[config.mk]
export PLATFORM = sky130hd
export DESIGN_NAME = regs_wb_arb
export DESIGN_NICKNAME = d
export VERILOG_FILES = /design/src/rtl/regs_wb_arb.sv
export SDC_FILE = /design/constraint.sdc
export NUM_CORES = 1
export LEC_CHECK = 0
export CORE_ASPECT_RATIO = 0.7
export CORE_MARGIN = 1.5
export CORE_UTILIZATION = 30
export DETAILED_ROUTE_END_ITERATION = 10
export PLACE_DENSITY = 0.66
export SKIP_CTS_REPAIR_TIMING = 1
export SLEW_MARGIN = 20
export SYNTH_ARGS = -nofsm -noshare
export SYNTH_HDL_FRONTEND = slang
export SYNTH_SLANG_ARGS = --single-unit
export TNS_END_PERCENT = 100
[constraint.sdc]
create_clock -name clk -period 4.01 [get_ports clk]
set_input_delay 0.6015 -clock clk [delete_from_list [all_inputs] [get_ports clk]]
set_output_delay 0.6015 -clock clk [all_outputs]
set_load 0.01 [all_outputs]
[src/rtl/regs_wb_arb.sv]
// Register-file write-port arbiter (pipeline vs multi-cycle writeback) with a
// per-register pending-write scoreboard for multi-cycle issues.
module regs_wb_arb #(
  parameter int STARVE_MAX = 4,
  parameter int MAX_OUT    = 4
) (
  input  logic        clk,
  input  logic        rst,
  input  logic        pipe_valid,
  output logic        pipe_ready,
  input  logic [4:0]  pipe_rd,
  input  logic [31:0] pipe_data,
  input  logic        mc_issue_valid,
  output logic        mc_issue_ready,
  input  logic [4:0]  mc_issue_rd,
  input  logic        mc_wb_valid,
  output logic        mc_wb_ready,
  input  logic [4:0]  mc_wb_rd,
  input  logic [31:0] mc_wb_data,
  output logic        w_regs_en,
  output logic [4:0]  w_regs_addr,
  output logic [31:0] w_regs_data,
  output logic [31:0] sb_busy,
  output logic [4:0]  mc_outstanding,
  output logic        err
);

  logic [3:0]  r_starve_cnt;
  logic        r_en;
  logic [4:0]  r_addr;
  logic [31:0] r_data;
  logic [31:0] r_busy;
  logic [4:0]  r_outs;
  logic        r_err;

  logic        w_starved;
  logic        w_mc_win;
  logic        w_pipe_xfer;
  logic        w_mc_xfer;
  logic        w_issue_xfer;
  logic [31:0] w_clr_mask;
  logic [31:0] w_set_mask;
  logic [31:0] w_busy_nxt;
  logic [4:0]  w_outs_nxt;
  logic        w_err_set;

  // mc takes the port when alone, or when it has waited STARVE_MAX cycles behind pipe
  assign w_starved    = (r_starve_cnt >= 4'(STARVE_MAX));
  assign w_mc_win     = mc_wb_valid && (!pipe_valid || w_starved);
  assign w_pipe_xfer  = !rst && pipe_valid && !w_mc_win;
  assign w_mc_xfer    = !rst && w_mc_win;
  assign pipe_ready   = w_pipe_xfer;
  assign mc_wb_ready  = w_mc_xfer;

  assign mc_issue_ready = !rst && ((mc_issue_rd == 5'd0) || !r_busy[mc_issue_rd])
                          && (r_outs < 5'(MAX_OUT));
  assign w_issue_xfer   = mc_issue_valid && mc_issue_ready;

  // Set beats clear on a same-register collision; x0 never reads as busy
  assign w_clr_mask = w_mc_xfer    ? (32'd1 << mc_wb_rd)    : 32'd0;
  assign w_set_mask = w_issue_xfer ? (32'd1 << mc_issue_rd) : 32'd0;
  assign w_busy_nxt = ((r_busy & ~w_clr_mask) | w_set_mask) & ~32'd1;

  assign w_err_set = (w_mc_xfer && (mc_wb_rd != 5'd0) && !r_busy[mc_wb_rd])
                   || (w_mc_xfer && (r_outs == 5'd0))
                   || (w_pipe_xfer && r_busy[pipe_rd]);

  // Outstanding-count update; a writeback with nothing outstanding cannot underflow
  always_comb begin
    w_outs_nxt = r_outs;
    case ({w_issue_xfer, w_mc_xfer && (r_outs != 5'd0)})
      2'b10:   w_outs_nxt = r_outs + 5'd1;
      2'b01:   w_outs_nxt = r_outs - 5'd1;
      default: w_outs_nxt = r_outs;
    endcase
  end

  // Arbitration fairness counter
  always_ff @(posedge clk) begin
    if (rst) begin
      r_starve_cnt <= 4'd0;
    end else if (mc_wb_valid && !w_mc_win) begin
      r_starve_cnt <= (r_starve_cnt == 4'd15) ? 4'd15 : r_starve_cnt + 4'd1;
    end else begin
      r_starve_cnt <= 4'd0;
    end
  end

  // Registered write port
  always_ff @(posedge clk) begin
    if (rst) begin
      r_en   <= 1'b0;
      r_addr <= 5'd0;
      r_data <= 32'd0;
    end else if (w_mc_xfer) begin
      r_en   <= (mc_wb_rd != 5'd0);
      r_addr <= mc_wb_rd;
      r_data <= mc_wb_data;
    end else if (w_pipe_xfer) begin
      r_en   <= (pipe_rd != 5'd0);
      r_addr <= pipe_rd;
      r_data <= pipe_data;
    end else begin
      r_en   <= 1'b0;
    end
  end

  // Scoreboard state and sticky error
  always_ff @(posedge clk) begin
    if (rst) begin
      r_busy <= 32'd0;
      r_outs <= 5'd0;
      r_err  <= 1'b0;
    end else begin
      r_busy <= w_busy_nxt;
      r_outs <= w_outs_nxt;
      r_err  <= r_err | w_err_set;
    end
  end

  assign w_regs_en      = r_en;
  assign w_regs_addr    = r_addr;
  assign w_regs_data    = r_data;
  assign sb_busy        = r_busy;
  assign mc_outstanding = r_outs;
  assign err            = r_err;

endmodule

==> impl_metrics.toml, run 1 <==
[yosys]
asyncSetResetFlopFracSynth_pct = 0
yosysWarnings = 0
synth_area_mm2 = 0.00440
ys_seq_elements = 79
sequential_area_share_after_synthesis_pct = 35.9
yosysTopAreaCell = "dfxtp_1"
yosys.area.top_type_share_pct = 35.9
synthesis.instances = 518
count_of_distinct_cell_types_in_the_synthesized_netlist = 53
post_synth_main_area_contributors = "dfxtp_1, mux4_2, nand2_1"
average_cell_area_after_synthesis_um2 = 8.50
post_synth_edffs = 0
synth-main-ff-cell = "dfxtp_1"

[routing]
vias = 4747
drc = 0
drt_iter0_markers = 509
routed_via_density = 5.52
firstDrtPassIters = 5
drt-wirelength-per-cell_um = 18.2
wl_final_um = 15700
route.antenna.remaining_nets = 0

[worst_setup_path]
critPathArrivalTime_ns = 4.14
worst_r2r_startpoint = "sb_busy[27]"
cp-end-kind = "register"
worst-endpoint-required_ns = 4.21
slowest_cell_on_the_critical_path = "or4b_4"
timing.critical_path.fanout_max = 8
timing.rr.end = "mc_outstanding[4]"
critPathTopFamily = "simple AND/OR/NAND/NOR gates"
critical_path.startpoint = "mc_issue_rd[0]"
worstSetupPathDepth = 13
cp_slowest_stage_delay_ns = 0.56
crit_chain = "clkdlybuf4s50_1 -> buf_12 -> mux4_2 -> inv_1 -> mux4_2 -> mux2i_1 -> or3b_4 -> ha_1 -> or4b_4 -> o32ai_4 -> a311o_1 -> xnor2_1 -> nor2_1"
reg2reg_slack_ns = 0.63
worst-r2r-cell-count = 11
crit_buf_inv = 3
worst-setup-path-type = "in2reg"
timing.critical_path.mode_cell = "mux4_2"
setup.worst_path.end = "mc_outstanding[4]"
start_kind = "input port"

[clocking]
clock-root-buffer = "clkbuf_16"
tritoncts = "done"
h-tree-depth = 3
worst_skew_pair_later_pin_latency_ns = 0.34
cts_inserted_buffers = 9
cts.reportedPaths.clkPinSlew_ns = 0.06
clockBufferDepth = 2
clock_sink_count = 79

[sta]
totalNegativeSetupSlack_ns = 0
maxSlewViolCount = 0
fmax_mhz = 254
finalSetupViolCount = 0
max_slew_margin_pct = 34.8
finalClockSkew_ns = 0.0136
tightest_pin_transition_ns = 0.977
hold_viol = 0
post-route-period-util_pct = 98.3
setup_ws_ns = 0.0696
period_minus_slack_ns = 3.94

[cells_and_area]
antenna-diode-count = 0
fraction_of_layout_instances_using_a_drive_strength_above_1_pct = 10.0
fillCellCount = 1365
mostFrequentLayoutCells = "clkdlybuf4s50_1, nand2_1, dfxtp_1"
multiInputGateArea_mm2 = 0.00262
final_common_cell = "clkdlybuf4s50_1"
regArea_mm2 = 0.00158
area.growth.synth_to_final_pct = 50.4
final-instance-count-excl-fill = 860
fin_nets = 755

[place]
hpwlAfterDp_um = 11500
dpl.cell_count = 842
worst_setup_slack_before_clock_tree_synthesis_ns = -0.371
io_buffer_count = 161
gpl.final_weighted_congestion = 0.904

[pwr]
ir_drop_mv = 0.212
total_leakage_power_nw = 2.33
total_power_mw = 2.29
power.density_cell_area_mw_per_mm2 = 346

[die]
fp.dieW_um = 148
rows = 36
core-area_mm2 = 0.0141
die_area_mm2 = 0.0154
floorplan.initialDensity_pct = 31.1
design.portCount = 163
die_h_um = 104

[global_routing]
global_route.usage.total_pct = 20.2
grt_antenna_before_repair = 0
maximum_number_of_pins_on_one_net_before_global_route_repair = 60
first_global_vias = 4664
globalRouteOverflowTotal = 0
grt_pass1_wl_um = 24700

[hold_path]
min_path_type = "reg2reg"
hold_depth = 1

[status]
run_status = "completed"

[flow_run]
max_cap_viol_count = 0
==> cell usage after synthesis (2+ instances only) <==
library cell  count
a21oi_1           6
o311ai_0          2
and2_1            3
a31oi_1           4
inv_2             3
buf_1             5
a31o_1            4
o211ai_1         16
or3b_1            3
nand3_1          23
mux4_1            4
nand2_1          96
nor2_1           52
a311oi_1         36
o311ai_1          5
nor4_1            3
o21ai_0           4
ha_1              5
clkbuf_1         26
dfxtp_1          79
buf_4             2
mux2i_1          12
nor2b_1           7
inv_1             5
buf_6             3
o21ai_1          31
xor2_1            2
nor3_1            9
mux2_2            2
nand4_1           5
nand2b_1          8
buf_2            10
or3_1             6
xnor2_1           2
mux4_2           17
==> worst register-to-register path, stage by stage (launching register included) <==
cell      delay (ns)
dfxtp_1         0.38
mux4_2          0.50
mux2i_2         0.21
nand2b_1        0.14
mux2i_1         0.09
or3b_4          0.42
ha_1            0.33
or4b_4          0.56
o32ai_4         0.28
a311o_1         0.17
xnor2_1         0.12
nor2_1          0.05
==> worst min path at each step <==
stage | from | to | slack, ns
global placement | r_starve_cnt[0] | r_starve_cnt[0] | 0.42
floorplan | r_starve_cnt[0] | r_starve_cnt[0] | 0.41
global route | r_starve_cnt[0] | r_starve_cnt[0] | 0.47
CTS | r_starve_cnt[0] | r_starve_cnt[0] | 0.44
detailed placement | r_starve_cnt[0] | r_starve_cnt[0] | 0.43
finish | r_starve_cnt[0] | r_starve_cnt[0] | 0.44
==> final cells by class <==
| class | instances | area share (%) |
|---|---|---|
| sequential | 79 | 23.9 |
| clock inverter | 6 | 2.02 |
| inverter | 8 | 0.454 |
| timing repair buffer | 182 | 27.0 |
| tap | 190 | 3.59 |
| clock buffer | 9 | 3.40 |
| multi-input combinational | 386 | 39.6 |
==> metal layers <==
metal / wire (um) / GRT usage [%] / up-vias / part of all wire [%]
met2: 6910 / 30.9 / 283 / 44
met3: 1670 / 5.79 / 38 / 11
met5: 0 / 0 / - / 0
met1: 6810 / 27.2 / 2232 / 43
met4: 299 / 6.79 / 0 / 1.9
li1: - / - / 2194 / -
==> through the flow <==
stage	hold slack, ns	area, um2	util (%)
floorplan	0.408	4410	-
global placement	0.420	6200	43.8
detailed placement	0.433	6200	43.8
CTS	0.440	6560	46.3
global route	0.473	6620	46.8
finish	0.438	6620	46.8
==> power breakdown <==
group,internal [mW],switching (mW),leakage [nW],total [mW]
clock,0.667,0.321,0.175,0.989
combinational,0.229,0.211,1.51,0.440
sequential,0.827,0.0325,0.647,0.860
==> state kept, by name, indices dropped and copies added (netlist names) <==
register,count
w_regs_en,1
r_starve_cnt,4
sb_busy,31
err,1
w_regs_addr,5
mc_outstanding,5
w_regs_data,32
==> cells by family after synthesis <==
family	count (synthesis)	share of synthesized area [%]
other	1	0.0852
xor gates and xnor gates	4	0.796
DFF	79	35.9
and+or+nand+nor	221	22.5
buffers and inverters	54	5.57
muxes	35	14.3
AOI/OAI and AO/OA	119	19.4
adders and majority gates	5	1.42
(Power assumes the default switching activity.)
==> run 2, diff against run 1 <==
- CORE_ASPECT_RATIO: 0.7 -> 1.25
==> run 2 against run 1 <==
Effect of this change: combinational power shrank 1%; power down 6.9%; cell count fell by 1.6%; critical path depth is 1 higher; via count grew 0.15%; largest cell class unchanged; highest routed layer unchanged.
==> impl_metrics.toml, run 2 (synthesized netlist as in run 1, its figures left out) <==
[sta]
hold_viol = 0
finalClockSkew_ns = 0.00710
fmax_mhz = 254
tightest_pin_transition_ns = 0.963
finalSetupViolCount = 0
worst_hold_slack_ns = 0.433
period_minus_slack_ns = 3.94
max_slew_margin_pct = 35.7
post-route-period-util_pct = 98.3
maxSlewViolCount = 0

[hold_path]
hold_depth = 1
min_path_type = "reg2reg"

[routing]
drc = 0
drt-wirelength-per-cell_um = 18.5
routed_via_density = 5.62
drt_iter0_markers = 392
vias = 4754
route.antenna.remaining_nets = 0
firstDrtPassIters = 5
wl_final_um = 15700

[cells_and_area]
area.growth.synth_to_final_pct = 47.6
regArea_mm2 = 0.00158
mostFrequentLayoutCells = "clkdlybuf4s50_1, nand2_1, dfxtp_1"
final_common_cell = "clkdlybuf4s50_1"
final_cell_area_mm2 = 0.00650
final_util_pct = 45.3
fraction_of_layout_instances_using_a_drive_strength_above_1_pct = 9.28
fin_nets = 752
antenna-diode-count = 0
multiInputGateArea_mm2 = 0.00259
fillCellCount = 1397
max_ffs_per_register = 32

[clocking]
clock-root-buffer = "clkbuf_16"
tritoncts = "done"
cts.reportedPaths.clkPinSlew_ns = 0.06
clock_sink_count = 79
h-tree-depth = 3
cts_inserted_buffers = 9
worst_skew_pair_later_pin_latency_ns = 0.34
clockBufferDepth = 2

[die]
rows = 49
design.portCount = 163
floorplan.initialDensity_pct = 30.7
core-area_mm2 = 0.0143
die_area_mm2 = 0.0154
die_h_um = 138
fp.dieW_um = 111

[global_routing]
maximum_number_of_pins_on_one_net_before_global_route_repair = 56
grt_antenna_before_repair = 0
grt_pass1_wl_um = 24400
globalRouteOverflowTotal = 0
global_route.usage.total_pct = 19.4
first_global_vias = 4663

[place]
detailed_place.area_mm2 = 0.00618
gpl.final_weighted_congestion = 0.912
hpwlAfterDp_um = 11600
io_buffer_count = 161

[status]
run_status = "completed"

[worst_setup_path]
reg2reg_slack_ns = 0.66
critPathArrivalTime_ns = 4.16
worst-endpoint-required_ns = 4.22
slowest_cell_on_the_critical_path = "mux4_2"
worst-r2r-cell-count = 12
worst_r2r_startpoint = "sb_busy[31]"
critical_path.startpoint = "mc_issue_rd[0]"
setup.worst_path.end = "mc_outstanding[4]"
start_kind = "input port"
cp_slowest_stage_delay_ns = 0.54
worst-setup-path-type = "in2reg"
cp-end-kind = "register"
crit_chain = "clkdlybuf4s50_1 -> buf_12 -> mux4_2 -> mux2i_2 -> nand2b_1 -> mux2i_1 -> or3b_1 -> ha_2 -> ha_1 -> or4b_1 -> o32ai_1 -> a311o_1 -> xnor2_1 -> nor2_1"
timing.critical_path.fanout_max = 13
timing.rr.end = "mc_outstanding[4]"

[pwr]
power.density_cell_area_mw_per_mm2 = 328
total_power_mw = 2.13
ir_drop_mv = 0.162
total_leakage_power_nw = 2.28

[flow_run]
max_cap_viol_count = 0
[run 2: critical path: cells and delay by family]
kind | cells | cell delay [ns]
compound gates | 2 | 0.43
buf+inv | 2 | 0.66
mux | 3 | 0.84
simple gates | 4 | 1.07
xor+xnor | 1 | 0.12
fa+ha+maj | 2 | 0.43
[run 2: routing by layer]
| layer | vias to the layer above | GRT usage, % | wire, um |
|---|---|---|---|
| li1 | 2212 | - | - |
| met1 | 2217 | 23.1 | 6080 |
| met2 | 285 | 33.3 | 7850 |
| met3 | 40 | 4.08 | 1280 |
| met4 | 0 | 9.19 | 444 |
| met5 | - | 0 | 0 |
[run 2: how the worst min path moves through the flow]
stage	from	endpoint	slack, ns
5_1_grt	r_starve_cnt[0]	r_starve_cnt[0]	0.46
4_1_cts	r_starve_cnt[0]	r_starve_cnt[0]	0.44
2_1_floorplan	r_starve_cnt[0]	r_starve_cnt[0]	0.41
3_3_place_gp	r_starve_cnt[0]	r_starve_cnt[0]	0.42
6_report	r_starve_cnt[0]	r_starve_cnt[0]	0.43
3_5_place_dp	r_starve_cnt[0]	r_starve_cnt[0]	0.43
[run 2: cell type report]
| class | count | area share (%) |
|---|---|---|
| Clock buffer | 10 | 3.68 |
| Inverter | 8 | 0.462 |
| Multi-Input combinational cell | 386 | 39.8 |
| Timing Repair Buffer | 179 | 27.2 |
| Sequential cell | 79 | 24.3 |
| Clock inverter | 6 | 1.08 |
| Tap cell | 178 | 3.43 |
[run 2: metrics by stage]
| stage | cells | setup slack, ns | setup TNS, ns |
|---|---|---|---|
| after floorplan | 519 | 0.375 | 0 |
| after global placement | 830 | -0.180 | -0.180 |
| after detailed placement | 830 | -0.256 | -0.344 |
| after CTS | 846 | 0.0581 | 0 |
| after global routing | 846 | -0.0213 | -0.0213 |
| final | 846 | 0.0681 | 0 |
[run 2: report_power, final]
| group | switching [mW] | leakage, nW | internal, mW |
|---|---|---|---|
| sequential | 0.0308 | 0.647 | 0.827 |
| combinational | 0.208 | 1.48 | 0.225 |
| clock | 0.338 | 0.153 | 0.502 |
